### src/rtl/sa3x3_result_collector.sv
// sa3x3_result_collector
// Receive end of the 3x3 systolic-array convolution datapath. Column partial
// sums are de-skewed, added into an 8-bit wrapped result and tagged with their
// output position (11,12,21,22), then queued in a small FIFO that streams to a
// valid/ready consumer. The FIFO is fall-through-free: a capture on edge t is
// visible at the head in cycle t+1 at the earliest.

// ---------------------------------------------------------------------------
// sa3x3_delay_line
// Fixed-length shift register. It advances every cycle and ignores the
// capture strobe, so each column stays aligned to the array's skew.
// ---------------------------------------------------------------------------
module sa3x3_delay_line #(
   parameter int W = 8,
   parameter int D = 1
) (
   input  logic         clk,
   input  logic         rst,
   input  logic [W-1:0] din,
   output logic [W-1:0] dout
);

   logic [W-1:0] stage [D];

   // Shift chain; reset flushes any in-flight column data.
   always_ff @(posedge clk or posedge rst) begin
      if (rst) begin
         for (int i = 0; i < D; i++) stage[i] <= '0;
      end else begin
         stage[0] <= din;
         for (int i = 1; i < D; i++) stage[i] <= stage[i-1];
      end
   end

   assign dout = stage[D-1];

endmodule

// ---------------------------------------------------------------------------
// sa3x3_pos_fsm
// Output-position tracker for one 2x2 frame.
//
//   state | meaning
//   ------+---------------------------------------------
//   P0    | next capture is output position 11 (idx 0)
//   P1    | next capture is output position 12 (idx 1)
//   P2    | next capture is output position 21 (idx 2)
//   P3    | next capture is output position 22 (idx 3)
//
// Every capture advances the position, including one the FIFO drops, so the
// tags on later results stay positional. frame_start forces P0 and also tags
// a capture arriving in the same cycle as P0.
// ---------------------------------------------------------------------------
module sa3x3_pos_fsm (
   input  logic       clk,
   input  logic       rst,
   input  logic       frame_start,
   input  logic       cap_valid,
   output logic [1:0] cur_pos
);

   typedef enum logic [1:0] {
      P0 = 2'd0,
      P1 = 2'd1,
      P2 = 2'd2,
      P3 = 2'd3
   } pos_t;

   pos_t state_q;
   pos_t state_eff;
   pos_t state_nxt;

   // State register.
   always_ff @(posedge clk or posedge rst) begin
      if (rst) state_q <= P0;
      else     state_q <= state_nxt;
   end

   // Next-state logic. frame_start takes priority and selects the current tag.
   always_comb begin
      state_eff = state_q;
      state_nxt = state_q;
      if (frame_start) begin
         state_eff = P0;
         state_nxt = P0;
      end
      if (cap_valid) begin
         unique case (state_eff)
            P0: state_nxt = P1;
            P1: state_nxt = P2;
            P2: state_nxt = P3;
            P3: state_nxt = P0;
            default: state_nxt = P0;
         endcase
      end
   end

   assign cur_pos = state_eff;

endmodule

// ---------------------------------------------------------------------------
// sa3x3_result_collector (top)
// ---------------------------------------------------------------------------
module sa3x3_result_collector #(
   parameter int SKEW  = 0,
   parameter int DEPTH = 4
) (
   input  logic                     clk,
   input  logic                     rst,
   input  logic                     frame_start,
   input  logic                     cap_valid,
   input  logic [7:0]               psum_in1,
   input  logic [7:0]               psum_in2,
   input  logic [7:0]               psum_in3,
   output logic                     out_valid,
   input  logic                     out_ready,
   output logic [7:0]               out_data,
   output logic [1:0]               out_idx,
   output logic                     out_last,
   output logic                     frame_done,
   output logic                     overflow,
   output logic [$clog2(DEPTH):0]   count
);

   localparam int AW = $clog2(DEPTH);
   localparam int CW = AW + 1;
   localparam int D1 = 2 * SKEW;
   localparam int D2 = SKEW;

   logic [7:0]    col1;
   logic [7:0]    col2;
   logic [7:0]    col3;
   logic [7:0]    sum;
   logic [1:0]    cur_pos;

   logic [9:0]    mem [DEPTH];
   logic [AW-1:0] wr_ptr;
   logic [AW-1:0] rd_ptr;
   logic [CW-1:0] count_q;
   logic          full;
   logic          empty;
   logic          push;
   logic          pop;
   logic          frame_done_q;
   logic          overflow_q;

   // Column 1 leads the array by two skews, column 2 by one; column 3 is the
   // reference and is always taken straight from the strobe cycle.
   generate
      if (D1 == 0) begin : g_col1_direct
         assign col1 = psum_in1;
      end else begin : g_col1_dly
         sa3x3_delay_line #(.W(8), .D(D1)) u_dly1 (
            .clk  (clk),
            .rst  (rst),
            .din  (psum_in1),
            .dout (col1)
         );
      end

      if (D2 == 0) begin : g_col2_direct
         assign col2 = psum_in2;
      end else begin : g_col2_dly
         sa3x3_delay_line #(.W(8), .D(D2)) u_dly2 (
            .clk  (clk),
            .rst  (rst),
            .din  (psum_in2),
            .dout (col2)
         );
      end
   endgenerate

   assign col3 = psum_in3;

   // 8-bit wrap: carries out of the adder are deliberately discarded.
   assign sum = col1 + col2 + col3;

   sa3x3_pos_fsm u_pos (
      .clk         (clk),
      .rst         (rst),
      .frame_start (frame_start),
      .cap_valid   (cap_valid),
      .cur_pos     (cur_pos)
   );

   assign empty = (count_q == '0);
   assign full  = (count_q == CW'(DEPTH));
   assign pop   = ~empty & out_ready;
   // A pop in the same cycle frees the slot, so a full FIFO still accepts.
   assign push  = cap_valid & (~full | pop);

   // Result storage: {position tag, sum}.
   always_ff @(posedge clk or posedge rst) begin
      if (rst) begin
         for (int i = 0; i < DEPTH; i++) mem[i] <= '0;
      end else if (push) begin
         mem[wr_ptr] <= {cur_pos, sum};
      end
   end

   // Pointers wrap naturally at DEPTH (power of two); occupancy tracks full/empty.
   always_ff @(posedge clk or posedge rst) begin
      if (rst) begin
         wr_ptr  <= '0;
         rd_ptr  <= '0;
         count_q <= '0;
      end else begin
         if (push) wr_ptr <= wr_ptr + AW'(1);
         if (pop)  rd_ptr <= rd_ptr + AW'(1);
         unique case ({push, pop})
            2'b10:   count_q <= count_q + CW'(1);
            2'b01:   count_q <= count_q - CW'(1);
            default: count_q <= count_q;
         endcase
      end
   end

   // Frame completion pulse and sticky drop flag. A drop in the same cycle as
   // frame_start wins, since that capture belongs to the new frame.
   always_ff @(posedge clk or posedge rst) begin
      if (rst) begin
         frame_done_q <= 1'b0;
         overflow_q   <= 1'b0;
      end else begin
         frame_done_q <= push & (cur_pos == 2'd3);
         if (cap_valid & ~push) overflow_q <= 1'b1;
         else if (frame_start)  overflow_q <= 1'b0;
      end
   end

   assign out_valid  = ~empty;
   assign out_data   = empty ? 8'd0 : mem[rd_ptr][7:0];
   assign out_idx    = empty ? 2'd0 : mem[rd_ptr][9:8];
   assign out_last   = ~empty & (mem[rd_ptr][9:8] == 2'd3);
   assign frame_done = frame_done_q;
   assign overflow   = overflow_q;
   assign count      = count_q;

endmodule

### config.mk
export PLATFORM = sky130hd
export DESIGN_NAME = sa3x3_result_collector
export DESIGN_NICKNAME = d
export VERILOG_FILES = /design/src/rtl/sa3x3_result_collector.sv
export SDC_FILE = /design/constraint.sdc
export NUM_CORES = 1
export LEC_CHECK = 0
export CAP_MARGIN = 10
export CORE_UTILIZATION = 40
export DETAILED_ROUTE_END_ITERATION = 8
export GPL_TIMING_DRIVEN = 0
export SLEW_MARGIN = 25
export SYNTH_ARGS = -nofsm -noshare
export SYNTH_HDL_FRONTEND = slang
export SYNTH_SLANG_ARGS = --single-unit
export TNS_END_PERCENT = 5
### constraint.sdc
create_clock -name clk -period 3.25 [get_ports clk]
set_input_delay 0.325 -clock clk [delete_from_list [all_inputs] [get_ports clk]]
set_output_delay 0.325 -clock clk [all_outputs]
set_load 0.05 [all_outputs]
# Yosys cells after proc, flatten, opt, wreduce, memory -nomap -nowiden
# Index checks and enable logic that the tools add are counted.
# op_classes
addsub	6
magnitude_cmp	3
eq_ne	7
muxes	14
bitwise	11
n_reduce_logical	5
# ops
op	n
$bwmux W40	1
$mux W10	3
$bmux W10 S2	1
$demux W10 S2	1
$add A8 B8 Y8	2
$eq A2 B2 Y1 const B	4
$mux W8	1
$pmux W2 S4	1
$ge A3 B3 Y1 const B	2
$mux W2	3
$not A2 Y3	2
$pmux W3 S2	1
$and A1 B1 Y1	5
$add A2 B1 Y2 const B	2
$eq A2 B1 Y1 const B	2
$reduce_bool A2 Y1	2
$add A3 B1 Y3 const B	1
$eq A3 B3 Y1 const B	1
$logic_not A3 Y1	1
$lt A3 B1 Y1 const B	1
$not A1 Y1	3
$sub A3 B1 Y3 const B	1
$logic_not A2 Y1	1
$mux W1	2
2 further kinds	2
# totals
ff_bits	51
input_bits	29
output_inout_bits	17
elab_cells	56

# Depth between registers and ports, before layout
# Gate-level depths: netlist (run 1).
# depth
ltp_word	8
depth_mapped	10

# Hierarchy
# A second synthesis (run 1) with hierarchy kept.
# unflattened
hier_cells	268
area_unflattened_um2	2890.3
# by_module_without_submodules
module	n_inst	cells_per_inst	area_per_inst_um2
sa3x3_result_collector	1	259	2793.9
sa3x3_pos_fsm	1	9	96.3

# Worst setup path before layout (run 1)
# Ideal clock, no wire load.
# synth_timing
path_kind	flip-flop to flip-flop
from	reg count_q[2] (netlist: count[2])
to	reg count_q[2] (netlist: count[2])
setup_time_ns	0.082
arrival_time_ns	2.400
required_ns	3.168
slack_ns	0.768
path_stages_with_launch	10
period_less_slack_ns	2.482
path_cell_list	dfrtp_1 -> or4b_4 -> buf_6 -> nand2_1 -> ha_1 -> inv_1 -> fa_1 -> xor2_1 -> nor2_1 -> xor2_1
# synth_via
elab_chain_len	7
# synth_rtl
item	line	rtl
from (decl)	140	logic [CW-1:0] count_q;
from (signal assigned)	212	2'b10: count_q <= count_q + CW'(1);
from (signal assigned)	213	2'b01: count_q <= count_q - CW'(1);
from (signal assigned)	214	default: count_q <= count_q;
$logic_not A3 Y1	187	assign empty = (count_q == '0);
$not A1 Y1	189	assign pop = ~empty & out_ready;
$and A1 B1 Y1	189	
$or A1 B1 Y1	191	assign push = cap_valid & (~full | pop);
$and A1 B1 Y1	191	
$eq A2 B1 Y1 or $eq A2 B2 Y1 (tied branches)	211	unique case ({push, pop})
$pmux W3 S2 or $reduce_bool A2 Y1 (tied branches)	-	
# Parallel ways exist; a longest one is shown, timed or not.
# A chain may end at the register's enable or synchronous reset.

# Worst setup path after layout (run 1)
# layout_timing
from	reg rd_ptr[0]
to	out out_data[6]
# layout_via
elab_chain_len	5
# layout_rtl
item	line	rtl
from (decl)	139	logic [AW-1:0] rd_ptr;
from (signal assigned)	210	if (pop) rd_ptr <= rd_ptr + AW'(1);
$not A2 Y3 (implied by the code)	233	assign out_data = empty ? 8'd0 : mem[rd_ptr][7:0];
$bmux W10 S2	233	
$mux W10 (2 in series)	-	
$mux W8	233	
to (decl)	118	output logic [7:0] out_data,
# Every way passes these cells. The select of a mux whose other input is x is not followed.

==> impl_metrics.py, run 1 <==
metrics = {
    "clocking": {
        "ctsResizeCount": 0,
        "ctsRootBufferMaster": "clkbuf_8",
        "cts_buffers": 5,
        "hold_buffers": 0,
        "insertion_delay_ns": 0.31,
        "post_cts_buffers": 0,
        "cts_sinks": 51,
        "cts_tree": "done",
        "htreeDepth": 2,
        "clkTransAtPathRegs_ns": 0.10,
        "clk_path_buf_depth": 2,
    },
    "global_routing": {
        "antenna_found_initial": 0,
        "grt_pass1_vias": 2050,
        "overflow": 0,
        "grt.total_usage_pct": 17.6,
        "grt_pass1_wl_um": 9960,
        "grt_max_degree": 52,
    },
    "setup_path": {
        "cp_max_fo": 10,
        "critPathMaxStageDelay_ns": 0.69,
        "path_delay_family": "buffers and inverters",
        "critical_path_class": "reg -> out",
        "worstPathRequired_ns": 2.92,
        "setup.worst_path.end_class": "output port",
        "crit_chain": "buf_2, mux4_2, and2_1, clkdlybuf4s50_1",
        "cp_num_buf_inv": 2,
        "crit_arrival_ns": 2.50,
        "critPathLaunchType": "flip-flop",
        "cp_slowest_cell": "clkdlybuf4s50_1",
    },
    "place": {
        "placed_cell_area_sq_mm": 0.00343,
        "io_buffers": 45,
        "place.gp.congestion": 0.712,
        "place_ws_ns": 0.408,
        "placedCellCount": 401,
        "dp_hpwl_um": 4310,
    },
    "die": {
        "die_h_um": 86.5,
        "start_util_pct": 41.8,
        "die-area_sq_mm": 0.00749,
        "rows": 30,
        "core_area_sq_mm": 0.00683,
        "fp.dieW_um": 86.5,
        "io_pins": 46,
    },
    "detailed_routing": {
        "vias_per_cell": 5.00,
        "first_pass_iters": 4,
        "drcViolationCount": 0,
        "initialDrtViolationCount": 111,
        "totalWireLength_um": 5850,
        "vias": 2043,
        "ant_nets": 0,
        "wire_per_inst_um": 14.3,
    },
    "pwr": {
        "ir_drop_v": 0.000624,
        "leakage_nw": 1.59,
        "powerDensity_mw_per_mm2": 998,
    },
    "sta": {
        "setup_ws_ns": 0.424,
        "tns_ns": 0,
        "hold_violations": 0,
        "worst_clock_skew_ns": 0.00588,
        "min_period_ns": 2.83,
        "drv_slew": 0,
        "tightest_slew_ns": 0.662,
        "max_freq_mhz": 354,
        "maxSlewHeadroom_pct": 55.9,
        "setup_viol": 0,
        "rsz0062_at_grt": "no",
        "post-route-period-util_pct": 87.0,
    },
    "job": {
        "max_cap_violations": 0,
    },
    "synth": {
        "yosys_warnings": 0,
        "synth_edf_count": 0,
        "syn_avg_cell_area_sq_um": 11.0,
        "seq_area_frac_synth_pct": 44.6,
        "syn_area_sq_mm": 0.00286,
        "ys.flop_type": "dfrtp_1",
        "ys_ff_latch": 51,
        "synthesis.instances": 260,
        "synth.distinct_cells": 36,
        "async_flop_share_pct": 100,
        "synth.net_count": 310,
    },
    "final_layout": {
        "final_common_cell": "dfrtp_1",
        "mostFrequentLayoutCells": "51 x dfrtp_1, 45 x clkdlybuf4s50_1, 43 x nand2_1",
        "stdcell_count": 409,
        "final_layout_size_suffix_gt1_share_pct": 11.8,
        "area_delta_synth_final_pct": 24.8,
        "fin_util_pct": 52.2,
        "final_nets": 362,
        "post-route-cell-area_sq_mm": 0.00357,
        "n_antenna_cell": 0,
    },
    "outcome": {
        "status": "complete, no violations",
    },
    "worst_hold_path": {
        "hold_path.class": "in -> async",
    },
}
## cells in the mapped netlist, types with 2 or more instances
master | instances | share of area [%]
o31ai_1 | 4 | 1.1
inv_1 | 17 | 2.2
nand3_1 | 9 | 1.6
nor2_1 | 5 | 0.66
xnor2_1 | 7 | 2.1
ha_1 | 12 | 5.3
buf_2 | 5 | 0.88
mux2_4 | 3 | 1.6
dfrtp_1 | 51 | 45
a211o_1 | 4 | 1.2
nand4_1 | 6 | 1.3
and3_1 | 3 | 0.66
a31oi_1 | 4 | 0.88
mux4_2 | 10 | 7.9
nand2b_1 | 2 | 0.44
xor2_1 | 5 | 1.5
nand2_1 | 43 | 5.6
a21o_1 | 2 | 0.53
and3_4 | 3 | 1.2
and2_1 | 11 | 2.4
clkbuf_1 | 5 | 0.66
o21ai_0 | 21 | 3.7
a21oi_1 | 3 | 0.53
fa_1 | 9 | 6.3
o21a_1 | 2 | 0.53
buf_6 | 4 | 1.6
## flip-flops by register name, indices dropped and copies added (netlist names)
| name | flops |
|---|---|
| mem | 40 |
| rd_ptr | 2 |
| u_pos.state_q | 2 |
| frame_done | 1 |
| count | 3 |
| overflow | 1 |
| wr_ptr | 2 |
## stage by stage
step | hold slack [ns] | total power, mW
2_1_floorplan | 0.434 | 2.50
3_5_place_dp | 0.463 | 3.07
3_3_place_gp | 0.456 | 3.03
5_1_grt | 0.499 | 3.80
4_1_cts | 0.483 | 3.60
6_report | 0.441 | 3.56
## path summary, 6_finish.rpt
check,startpoint,end,slack [ns],depth (start not counted)
worst max-delay path,rd_ptr[0],out_data[6],0.42,4
worst max register to register,count[1],count[2],0.90,9
max in group asynchronous,rst,mem[37],2.38,2
worst min-delay path,rst,mem[33],0.44,2
worst min register to register,mem[15],mem[15],0.48,2
min in group clk,mem[15],mem[15],0.48,2
## where the power goes
group / internal [mW] / switching [mW] / total [mW]
clock network: 0.307 / 0.217 / 0.524
registers: 0.918 / 0.162 / 1.08
logic: 0.832 / 1.13 / 1.96
total: 2.06 / 1.51 / 3.56
## final cells by class
type                       instances  area [sq um]
buffer                            14          88.8
clock buffer                       5          68.8
inverter                          17          66.3
timing repair buffer              45           450
sequential                        51          1280
tap                               96           120
clock inverter                     3          67.6
fill                             648          3260
multi-input combinational        178          1430
## logic make-up after synthesis
| kind of cell | after synthesis | share of synthesized area [%] |
|---|---|---|
| and+or+nand+nor | 86 | 15.0 |
| AOI/OAI and AO/OA | 43 | 9.23 |
| adders and majority gates | 21 | 11.6 |
| xor gates and xnor gates | 12 | 3.68 |
| DFF | 51 | 44.6 |
| buffers and inverters | 31 | 5.34 |
| muxes | 16 | 10.6 |
## worst reg2reg max path: cells and delay by family, from the launching register on
kind                       cells  cell delay [ns]
and+or+nand+nor                3             0.77
adders and majority gates      2             0.58
DFF                            1             0.42
xor gates and xnor gates       2             0.30
buffers and inverters          2             0.21
## layer usage
layer | vias to the layer above | share of wire (%) | track usage, %
met5 | - | 0 | 0
met4 | 0 | 1.4 | 5.00
met3 | 9 | 3.1 | 3.71
met2 | 36 | 49 | 28.8
met1 | 999 | 46 | 23.9
li1 | 999 | - | -
Note: power is estimated with default switching activity, not from simulation.
==> run 2: changes to the inputs <==
Settings changed: SYNTH_HIERARCHICAL set to 1.
==> run 2 against run 1 <==
Setup slack got worse by 0.040 ns. First-iteration DRC count is 8.1% lower. Synthesized area grew 1.1%. Sequential share of layout area barely moved.
==> impl_metrics.py, run 2 <==
metrics = {
    "synth": {
        "ys.flop_type": "dfrtp_1",
        "synth_edf_count": 0,
        "synth_common_cells": "60 x nand2_1, 51 x dfrtp_1, 16 x inv_1",
        "async_flop_share_pct": 100,
        "ys_ff_latch": 51,
        "synthTopCellsByArea": "dfrtp_1 44%, mux4_2 7.8%, nand2_1 7.8%, fa_1 6.2%, ha_1 4.8%",
        "yosys_warnings": 6,
        "syn_area_sq_mm": 0.00289,
        "synthesis.instances": 268,
        "yosys.area.top_type": "dfrtp_1",
        "synth_top_cell_area_share_pct": 44.2,
        "synth.net_count": 317,
        "syn_avg_cell_area_sq_um": 10.8,
        "synth_most_common_cell": "nand2_1",
        "synth.distinct_cells": 35,
        "seq_area_frac_synth_pct": 44.2,
    },
    "sta": {
        "setup_viol": 0,
        "maxSlewHeadroom_pct": 53.4,
        "drv_slew": 0,
        "worst_clock_skew_ns": 0.00860,
        "tns_ns": 0,
        "tightest_slew_ns": 0.699,
        "hold_violations": 0,
        "max_freq_mhz": 349,
        "min_period_ns": 2.87,
        "hold_ws_ns": 0.245,
        "rsz0062_at_grt": "no",
        "post-route-period-util_pct": 88.2,
    },
    "detailed_routing": {
        "vias": 2065,
        "totalWireLength_um": 6020,
        "initialDrtViolationCount": 102,
        "first_pass_iters": 4,
        "vias_per_cell": 4.95,
        "wire_per_inst_um": 14.4,
        "drcViolationCount": 0,
        "ant_nets": 0,
    },
    "setup_path": {
        "cp_max_fo": 10,
        "cp_num_buf_inv": 2,
        "path_delay_family": "buffers and inverters",
        "worstPathRequired_ns": 2.92,
        "crit_chain": "buf_2, mux4_2, and2_1, clkdlybuf4s50_1",
        "critPathMaxStageDelay_ns": 0.69,
        "cp_slowest_cell": "clkdlybuf4s50_1",
        "critical_path_class": "reg -> out",
        "critPathLaunchType": "flip-flop",
        "setup.worst_path.end_class": "output port",
        "crit_arrival_ns": 2.54,
    },
    "global_routing": {
        "antenna_found_initial": 0,
        "met2_usage_pct": 29.7,
        "grt_pass1_wl_um": 10300,
        "grt_pass1_vias": 2087,
        "use_met1_pct": 24.9,
        "overflow": 0,
        "grt_max_degree": 50,
        "grt.met3_usage_pct": 2.27,
        "grt.total_usage_pct": 18.1,
        "gr-max-usage-layer": "met2",
    },
    "job": {
        "max_cap_violations": 0,
    },
    "place": {
        "placed_cell_area_sq_mm": 0.00346,
        "place.gp.congestion": 0.754,
        "dp_hpwl_um": 4470,
        "io_buffers": 45,
    },
    "clocking": {
        "post_cts_buffers": 0,
        "ctsRootBufferMaster": "clkbuf_8",
        "cts_buffers": 5,
        "ctsResizeCount": 0,
        "insertion_delay_ns": 0.31,
        "htreeDepth": 2,
        "clkTransAtPathRegs_ns": 0.09,
        "hold_buffers": 0,
        "clk_path_buf_depth": 2,
        "cts_tree": "done",
        "cts_sinks": 51,
    },
    "die": {
        "die-area_sq_mm": 0.00757,
        "io_pins": 46,
        "core_area_sq_mm": 0.00687,
        "die_h_um": 87.0,
        "fp.dieW_um": 87.0,
        "rows": 30,
        "start_util_pct": 42.1,
    },
    "final_layout": {
        "mostFrequentLayoutCells": "60 x nand2_1, 51 x dfrtp_1, 45 x clkdlybuf4s50_1",
        "n_antenna_cell": 0,
        "post-route-cell-area_sq_mm": 0.00357,
        "area_delta_synth_final_pct": 23.4,
        "final_nets": 369,
        "final_common_cell": "nand2_1",
        "largest_reg_flops": 40,
        "final_layout_size_suffix_gt1_share_pct": 13.1,
        "top_register": "mem",
        "fillers": 636,
    },
    "pwr": {
        "ir_drop_v": 0.000228,
        "powerDensity_mw_per_mm2": 972,
        "leakage_nw": 1.61,
        "comb_power_share_pct": 56.9,
        "p_int_mw": 1.96,
        "pwr-share-seq_pct": 31.4,
        "switchingPower_mw": 1.51,
        "pwr-share-clk_pct": 11.7,
        "netSwitchingFraction_pct": 43.6,
    },
    "outcome": {
        "status": "complete, no violations",
    },
    "worst_hold_path": {
        "hold_path.class": "in -> async",
    },
}
-- run 2: layout make-up --
| cell class | count | area [sq um] | share of cell area [%] |
|---|---|---|---|
| inverter | 16 | 62.6 | 1.75 |
| multi-input combinational | 187 | 1460 | 40.9 |
| timing repair buffer | 45 | 450 | 12.6 |
| buffer | 14 | 96.3 | 2.70 |
| clock inverter | 1 | 7.51 | 0.210 |
| clock buffer | 7 | 96.3 | 2.70 |
| sequential | 51 | 1280 | 35.8 |
| tap | 96 | 120 | 3.37 |
-- run 2: per-layer routing --
layer / vias up / routed length (um)
met4: 0 / 82
met5: - / 0
met3: 7 / 159
met1: 1007 / 2830
li1: 1012 / -
met2: 39 / 2950
-- run 2: kinds of logic (layout without fill, tap and decap cells) --
family,Yosys count,after routing,synth area share (%)
adder cells (fa/ha/maj),20,20,11.0
multiplexers,17,17,11.0
buffers and inverters,30,83,5.41
AND/OR/NAND/NOR,104,104,17.2
flip-flops,51,51,44.2
AO/OA/AOI/OAI,34,34,7.58
XOR/XNOR,12,12,3.64
-- run 2: power groups by stage --
stage	logic (mW)	clock network, mW	registers [mW]
3_3_place_gp	1.96	0	1.09
4_1_cts	2.00	0.417	1.09
5_1_grt	2.15	0.445	1.13
6_report	1.97	0.406	1.09
2_1_floorplan	1.39	0	1.12
3_5_place_dp	2.00	0	1.10
-- run 2: through the flow --
step	std cells	utilization [%]	power [mW]	setup slack (ns)
3_5_place_dp	409	50.4	3.10	0.385
5_1_grt	417	51.9	3.72	0.277
4_1_cts	417	51.9	3.51	0.342
2_1_floorplan	268	-	2.52	0.740
3_3_place_gp	409	50.4	3.04	0.421
6_report	417	51.9	3.47	0.384
-- run 2: worst paths after layout --
check,start,to,slack (ns),depth (start not counted)
max in group asynchronous,rst,mem[12],2.36,2
worst max register to register,count[0],count[2],0.72,9
min in group clk,mem[39],mem[39],0.48,2
worst max-delay path,rd_ptr[0],out_data[6],0.38,4
worst min register to register,mem[39],mem[39],0.48,2
worst min-delay path,rst,u_pos/state_q[1],0.25,2
